==> src/rtl/enc_pkg.sv <==
// enc_pkg: shared constants and helpers for the SECDED encoder and the
// encoder arbiter.
//   ENC_DW : data width fed to the encoder (128)
//   ENC_CW : codeword width produced by the encoder (137)
//   ENC_PW : parity bits in a codeword (8 Hamming + 1 overall)
//   idx_w  : width of an index into n requesters, never less than 1
package enc_pkg;

  localparam int ENC_DW = 128;
  localparam int ENC_CW = 137;
  localparam int ENC_PW = 9;

  function automatic int idx_w(input int n);
    return (n <= 2) ? 1 : $clog2(n);
  endfunction

endpackage

==> src/rtl/enc_top.sv <==
// enc_top: combinational 128-bit SECDED encoder (Hamming(136,128) plus an
// overall parity bit).
// Ports:
//   clk  in   1        present for interface compatibility, not used
//   IN   in   ENC_DW   data word
//   OUT  out  ENC_CW   codeword {overall_parity, hamming[7:0], data[127:0]}
// Data bit k sits at the k-th non-power-of-two Hamming position (3,5,6,7,9,...);
// Hamming bit j covers every position with bit j set. The overall parity
// bit makes the whole 137-bit codeword even-parity.
module enc_top
  import enc_pkg::*;
(
  input  logic              clk,
  input  logic [ENC_DW-1:0] IN,
  output logic [ENC_CW-1:0] OUT
);

  logic unused_clk;
  assign unused_clk = clk;

  function automatic logic [ENC_PW-2:0] hamming(input logic [ENC_DW-1:0] d);
    logic [ENC_PW-2:0] p;
    int k;
    p = '0;
    k = 0;
    for (int pos = 1; pos <= ENC_DW + ENC_PW - 1; pos++) begin
      if ((pos & (pos - 1)) != 0) begin
        for (int j = 0; j < ENC_PW - 1; j++) begin
          if (pos[j]) p[j] = p[j] ^ d[k];
        end
        k++;
      end
    end
    return p;
  endfunction

  logic [ENC_PW-2:0] ham;

  assign ham = hamming(IN);
  assign OUT = {^{ham, IN}, ham, IN};

endmodule

==> src/rtl/rr_arb.sv <==
// rr_arb: combinational round-robin arbiter.
// Ports:
//   req      in   NREQ  request vector
//   last     in   IDW   index granted most recently
//   en       in   1     allow a grant this cycle
//   gnt      out  NREQ  one-hot grant (zero when en=0 or no request)
//   gnt_idx  out  IDW   index of the winning request (valid even when en=0)
// The search starts just above last and wraps, so the previous winner has
// the lowest priority. The pointer itself is owned by the caller.
module rr_arb
  import enc_pkg::*;
#(
  parameter  int NREQ = 2,
  localparam int IDW  = idx_w(NREQ)
) (
  input  logic [NREQ-1:0] req,
  input  logic [IDW-1:0]  last,
  input  logic            en,
  output logic [NREQ-1:0] gnt,
  output logic [IDW-1:0]  gnt_idx
);

  logic found;

  always_comb begin
    found   = 1'b0;
    gnt_idx = '0;
    gnt     = '0;
    for (int k = 1; k <= NREQ; k++) begin
      if (!found && req[(int'(last) + k) % NREQ]) begin
        found   = 1'b1;
        gnt_idx = IDW'((int'(last) + k) % NREQ);
      end
    end
    gnt[gnt_idx] = en && found;
  end

endmodule

==> src/rtl/enc_arb.sv <==
// enc_arb: shares one SECDED encoder between NREQ requesters, with a
// registered codeword output.
// Ports:
//   clk        in   1        clock, posedge
//   rst        in   1        synchronous reset, active high
//   req_valid  in   NREQ     per-requester valid
//   req_data   in   NREQ*DW  requester i at [i*DW +: DW]
//   req_ready  out  NREQ     one-hot or zero accept
//   out_valid  out  1        codeword register full
//   out_ready  in   1        downstream accepts codeword
//   out_code   out  CW       registered codeword
//   out_id     out  IDW      requester that produced out_code
//   busy       out  1        out_valid or any req_valid
// Optional macro ENC_ARB_ERRINJ_EN adds inj_en / inj_mask: the mask is
// XORed into a codeword as it is loaded, for fault injection downstream.
//
// Handshake: a transfer happens on a posedge where valid && ready are both
// high; ready never depends on the same side's valid being absent, a
// source holds valid/data stable until it sees ready, and the output
// register only loads when it is empty or being drained (can_load).
module enc_arb
  import enc_pkg::*;
#(
  parameter  int NREQ = 2,
  parameter  int DW   = ENC_DW,
  parameter  int CW   = ENC_CW,
  localparam int IDW  = idx_w(NREQ)
) (
  input  logic             clk,
  input  logic             rst,
  input  logic [NREQ-1:0]  req_valid,
  input  logic [NREQ*DW-1:0] req_data,
  output logic [NREQ-1:0]  req_ready,
  output logic             out_valid,
  input  logic             out_ready,
  output logic [CW-1:0]    out_code,
  output logic [IDW-1:0]   out_id,
  output logic             busy
`ifdef ENC_ARB_ERRINJ_EN
  ,
  input  logic             inj_en,
  input  logic [CW-1:0]    inj_mask
`endif
);

  logic [IDW-1:0]  last_gnt;
  logic [IDW-1:0]  gnt_idx;
  logic [NREQ-1:0] gnt;
  logic            can_load;
  logic            fire;
  logic [DW-1:0]   sel_data;
  logic [CW-1:0]   enc_code;
  logic [CW-1:0]   load_code;

  assign can_load = !out_valid || out_ready;

  // Gating en with rst keeps req_ready low during reset cycles.
  rr_arb #(.NREQ(NREQ)) u_arb (
    .req     (req_valid),
    .last    (last_gnt),
    .en      (can_load && !rst),
    .gnt     (gnt),
    .gnt_idx (gnt_idx)
  );

  assign req_ready = gnt;
  assign fire      = |gnt;
  assign sel_data  = req_data[gnt_idx*DW +: DW];

  enc_top u_enc (
    .clk (clk),
    .IN  (sel_data),
    .OUT (enc_code)
  );

`ifdef ENC_ARB_ERRINJ_EN
  assign load_code = inj_en ? (enc_code ^ inj_mask) : enc_code;
`else
  assign load_code = enc_code;
`endif

  assign busy = out_valid || (|req_valid);

  // The pointer only moves on a fire, so backpressure (no fire) freezes it.
  always_ff @(posedge clk) begin
    if (rst) begin
      out_valid <= 1'b0;
      out_code  <= '0;
      out_id    <= '0;
      last_gnt  <= IDW'(NREQ - 1);
    end else if (fire) begin
      out_valid <= 1'b1;
      out_code  <= load_code;
      out_id    <= gnt_idx;
      last_gnt  <= gnt_idx;
    end else if (out_ready) begin
      out_valid <= 1'b0;
    end
  end

endmodule
==> config.mk <==
export PLATFORM = sky130hd
export DESIGN_NAME = enc_arb
export DESIGN_NICKNAME = d
export VERILOG_FILES = /design/src/rtl/enc_pkg.sv /design/src/rtl/enc_top.sv /design/src/rtl/rr_arb.sv /design/src/rtl/enc_arb.sv
export SDC_FILE = /design/constraint.sdc
export NUM_CORES = 1
export LEC_CHECK = 0
export ABC_CLOCK_PERIOD_IN_PS = 10760
export BUFFER_PORTS_ARGS = -buffer_cell sky130_fd_sc_hd__buf_2
export CAP_MARGIN = 20
export CORE_ASPECT_RATIO = 1.75
export CORE_MARGIN = 1
export CORE_UTILIZATION = 35
export CTS_CLUSTER_SIZE = 16
export DETAILED_ROUTE_END_ITERATION = 10
export PLACE_DENSITY = 0.64
export RECOVER_POWER = 100
export SLEW_MARGIN = 20
export SYNTH_ARGS = -nofsm -noshare
export SYNTH_HDL_FRONTEND = slang
export SYNTH_HIERARCHICAL = 1
export SYNTH_SLANG_ARGS = --single-unit
==> constraint.sdc <==
create_clock -name clk -period 10.76 [get_ports clk]
set_input_delay 2.152 -clock clk [delete_from_list [all_inputs] [get_ports clk]]
set_output_delay 2.152 -clock clk [all_outputs]
set_load 0.02 [all_outputs]
# Yosys cells after proc, flatten, opt, wreduce, memory -nomap -nowiden
# Cells that the tools add are included.
# W data, S select, Z words.
# classes
bitwise_logic,457
n_mux,14
n_shift,1
eq_ne,0
n_reduce_logical,13
n_addsub,2
mul,0
n_lt_le_gt_ge,4
n_div,0
# op_table
cell,n
$xor A1 B1 Y1,454
$shiftx A256 B9 Y128,1
$reduce_xor A136 Y1,1
$mux W1,13
$lt A2 B3 Y1 const B,2
$logic_and A1 B1 Y1,4
$reduce_or A2 Y1,2
$logic_not A1 Y1,3
$add A1 B1 Y1 const B,2
$and A1 B1 Y1 const A,2
$and A2 B2 Y2,1
$logic_or A1 B1 Y1,2
$lt A1 B2 Y1 const B,1
$reduce_bool A2 Y1,1
$demux W1 S1,1
$ge A1 B1 Y1 const B,1
# totals
ff_bits,140
latch_bits,0
in_bits,261
romBits,0
memories,0
ramBits,0

# Logic depth before layout (Yosys ltp)
# depth
depth_word,77
depth_mapped,13

# Cells and area by module
# The synthesis kept the hierarchy.
# modules_own_cells
module,cells_each,instances,seq_area_each_um2,area_per_inst_um2
enc_arb,782,1,2802.7,7367.1
enc_top,364,1,0.0,3524.6
rr_arb,5,1,0.0,30.0

# Least setup slack after synthesis
# OpenSTA, ideal clock, no wires.
# synth_path
path_type,input -> register
from,input port req_valid[1]
to,register out_code[136]
arrival_time_ns,5.542
slack_ns,5.086
required_time_ns,10.628
cell_stages,13
path_cell_list,a21boi_2 buf_2 buf_2 mux2_2 xnor2_1 xnor3_1 xnor3_1 xnor3_1 xnor3_1 xnor3_1 xnor3_1 o21ai_0 a21oi_1
# synth_rtl
item,line,rtl
"start, declared",enc_arb.sv:31,"input logic [NREQ-1:0] req_valid,"
$mux W1 (implied by the code) (3 in series),rr_arb.sv:30,if (!found && req[(int'(last) + k) % NREQ]) begin
$mux W1,rr_arb.sv:30,
$logic_not A1 Y1,rr_arb.sv:30,
$logic_and A1 B1 Y1,rr_arb.sv:30,
$mux W1 (*),rr_arb.sv:30,
$shiftx A256 B9 Y128 (*),enc_arb.sv:68,assign sel_data = req_data[gnt_idx*DW +: DW];
net sel_data[126],enc_arb.sv:51,logic [DW-1:0] sel_data;
$xor A1 B1 Y1 (*),enc_top.sv:29,if (pos[j]) p[j] = p[j] ^ d[k];
net enc_code[129],enc_arb.sv:52,logic [CW-1:0] enc_code;
$reduce_xor A136 Y1 (*),enc_top.sv:40,"assign OUT = {^{ham, IN}, ham, IN};"
net enc_code[136],enc_arb.sv:52,
"end signal, assigned",enc_arb.sv:93,out_code <= load_code;
"end, declared",enc_arb.sv:36,"output logic [CW-1:0] out_code,"
# The timed path passes the listed nets; every way through them passes the cells marked *. The select of a mux whose other input is x is not followed.
# A chain may end at the register's enable or synchronous reset.

# Final worst setup path
# layout_path
from,input port rst
to,register out_code[102]
# layout_via
elab_chain_len,5
# layout_lines
item,line,rtl
"start, declared",enc_arb.sv:30,"input logic rst,"
$logic_not A1 Y1,enc_arb.sv:61,".en (can_load && !rst),"
$logic_and A1 B1 Y1,enc_arb.sv:61,
$logic_and A1 B1 Y1,rr_arb.sv:35,gnt[gnt_idx] = en && found;
$and A2 B2 Y2 (no source line),--,
$reduce_or A2 Y1,enc_arb.sv:67,assign fire = |gnt;
# Several ways; a longest one is shown, not always the timed one.

==> results_dict.tcl <==
set metrics [dict create \
    finalWirelength_mm 37.0 \
    period_needed_ns 7.77 \
    yosys_warnings 6 \
    path_cells "clkbuf_1, inv_1, and2_0, and2_4, clkbuf_1, o21ai_0, a21oi_1" \
    worst_pin_slew_ns 4.08 \
    syn_avg_cell_area_um2 9.49 \
    ant_nets 0 \
    path_depth 7 \
    post_cts_resized 0 \
    clkSinkCount 140 \
    drv_cap 2 \
    crit_slowest_cell "clkbuf_1" \
    layout-drive-gt1-share 0.311 \
    clock_power_share 0.190 \
    ys_seq_area_frac 0.257 \
    final_cell_mix "buf_2, xnor2_1, clkbuf_1, a21oi_1, dfxtp_1" \
    fin_nets 1619 \
    die_area_um2 31900 \
    synth_seq_cells 140 \
    cts_buffers 17 \
    post-route-util 0.406 \
    grt_pass1_wl_mm 53.0 \
    final_common_cell "buf_2" \
    rows 85 \
    post_cts_buffers 0 \
    syn-cell-area_um2 10900 \
    critPathLaunchType "input port" \
    slew_headroom -1.72 \
    viasPerCell 4.96 \
    crit_family "buffers and inverters" \
    switching_share 0.352 \
    n_fill_cell 3166 \
    holdPathStages 2 \
    wl_per_cell_um 20.9 \
    switchingPower_w 0.00112 \
    cp.arrival_ns 8.14 \
    post-route-period-util 0.722 \
    ios 403 \
    port_buffers 402 \
    hold_viol_final 0 \
    sequentialPowerShare 0.186 \
    clock_latency_ns 0.44 \
    drc_errors 0 \
    root_buffer "clkbuf_16" \
    reg2reg_depth 5 \
    hold_buffers 0 \
    syn_inst 1151 \
    dieHeight_um 236 \
    critPathRequiredTime_ns 11.13 \
    start_util 0.355 \
    clockBufferDepth 2 \
    max_freq_ghz 0.129 \
    synth_cell_types 25 \
    cts.clk_slew.worst_paths_ns 0.06 \
    cts_max_level 4 \
    status "finished, violations left" \
    p_leak_nw 4.78 \
    antenna_found_initial 12 \
    syn2layout_area_growth_pct 14.2 \
    die_x_um 136 \
    violations "max-capacitance violations, max-slew violations" \
    drv_slew 184 \
    dp_cells 1730 \
    powerDensity_nw_per_um2 254 \
    ir_drop_v 0.000461 \
    p_int_w 0.00206 \
    fin_cells 1772 \
    vias 8795 \
    end_kind "flip-flop" \
    critPathBufInv 3 \
    dr.pass1.iters 5 \
    cts_tree "built" \
    syn_nets 1412 \
    grt_pass1_vias 8511 \
    core-area_um2 30700 \
    hp-class "reg2reg" \
    grtUsageTotal 0.230 \
    critPathMaxStageDelay_ns 2.89 \
    cp_common_cell "clkbuf_1" \
    dp_hpwl_mm 28.4 \
    dr.first_iter.drc_count 378 \
    crit_type "in2reg" \
    finalSetupViolations 0 \
    r2r_slack_ns 5.68 \
    place.gp.congestion 0.918 \
    overflow 0 \
    fin_skew_ns 0.00590 \
    pwr-share-comb 0.625 \
    rsz0062_at_grt "false" \
    fin_tns_setup_ns 0 \
    grt_max_degree 280 \
    cp_max_fo 120 \
]
metal layers:
layer / vias up / part of all wire / GRT usage
li1: 4311 / - / -
met2: 316 / 0.52 / 0.401
met4: 2 / 0.049 / 0.148
met3: 74 / 0.046 / 0.0385
met5: - / 0.00035 / 0
met1: 4092 / 0.39 / 0.253
layout make-up:
class | instances | area, µm² | area share
multi-input combinational | 786 | 6660 | 0.534
sequential | 140 | 2800 | 0.225
timing repair buffer | 408 | 1890 | 0.151
tap | 391 | 489 | 0.0392
clock buffer | 21 | 470 | 0.0377
clock inverter | 11 | 118 | 0.00943
antenna | 10 | 25.0 | 0.00201
inverter | 5 | 18.8 | 0.00150
synthesized netlist by cell type (all sizes together):
cell | instances | area share
buf | 172 | 0.12
xnor2 | 164 | 0.13
a21oi | 140 | 0.064
dfxtp | 140 | 0.26
o21ai | 138 | 0.063
or3b | 138 | 0.11
mux2 | 128 | 0.13
clkbuf | 48 | 0.016
xor2 | 34 | 0.027
xnor3 | 33 | 0.068
inv | 5 | 0.0017
xor3 | 3 | 0.0065
and2 | 2 | 0.0011
a21boi | 1 | 0.0010
nand2 | 1 | 0.00034
nand2b | 1 | 0.00057
nor2 | 1 | 0.00034
o311ai | 1 | 0.00080
or3 | 1 | 0.00057
power by group through the flow:
stage / clock network (W) / logic [W] / registers [W]
floorplan: 0 / 0.00157 / 0.000651
global route: 0.000637 / 0.00209 / 0.000594
global placement: 0 / 0.00199 / 0.000597
finish: 0.000602 / 0.00198 / 0.000589
CTS: 0.000618 / 0.00202 / 0.000587
detailed placement: 0 / 0.00201 / 0.000598
final timing paths:
check / end / from
max: out_code[102] / rst
min: out_valid / out_valid
max reg2reg: out_code[102] / last_gnt
min reg2reg: out_valid / out_valid
registers in the layout, indices dropped and copies added (netlist names):
name and flops:
last_gnt 1, out_valid 1, out_id 1, out_code 137
worst reg2reg max path, delay by kind of cell, from the launching register on:
kind	cells	cell delay (ns)
buf+inv	1	2.89
compound gates	3	1.36
simple gates	1	0.38
flops	1	0.36
metrics by stage:
step | area, µm² | setup WS (ns) | power, W | hold WS, ns
after floorplan | 10900 | 5.09 | 0.00223 | 0.529
after global placement | 12100 | 4.11 | 0.00258 | 0.508
after detailed placement | 12100 | 4.06 | 0.00260 | 0.519
after CTS | 12600 | 4.48 | 0.00322 | 0.528
after global routing | 12500 | 2.32 | 0.00332 | 0.561
final | 12500 | 2.99 | 0.00317 | 0.531
cell families (layout without fill, tap and decap cells):
family | count (synthesis) | count (layout) | share of synthesized area
AOI/OAI and AO/OA | 280 | 280 | 0.129
buffers and inverters | 225 | 445 | 0.134
other | 0 | 10 | 0
and+or+nand+nor | 144 | 144 | 0.114
xor gates and xnor gates | 234 | 234 | 0.234
muxes | 128 | 128 | 0.132
DFF | 140 | 140 | 0.257
Power figures use the tool's default switching activity.
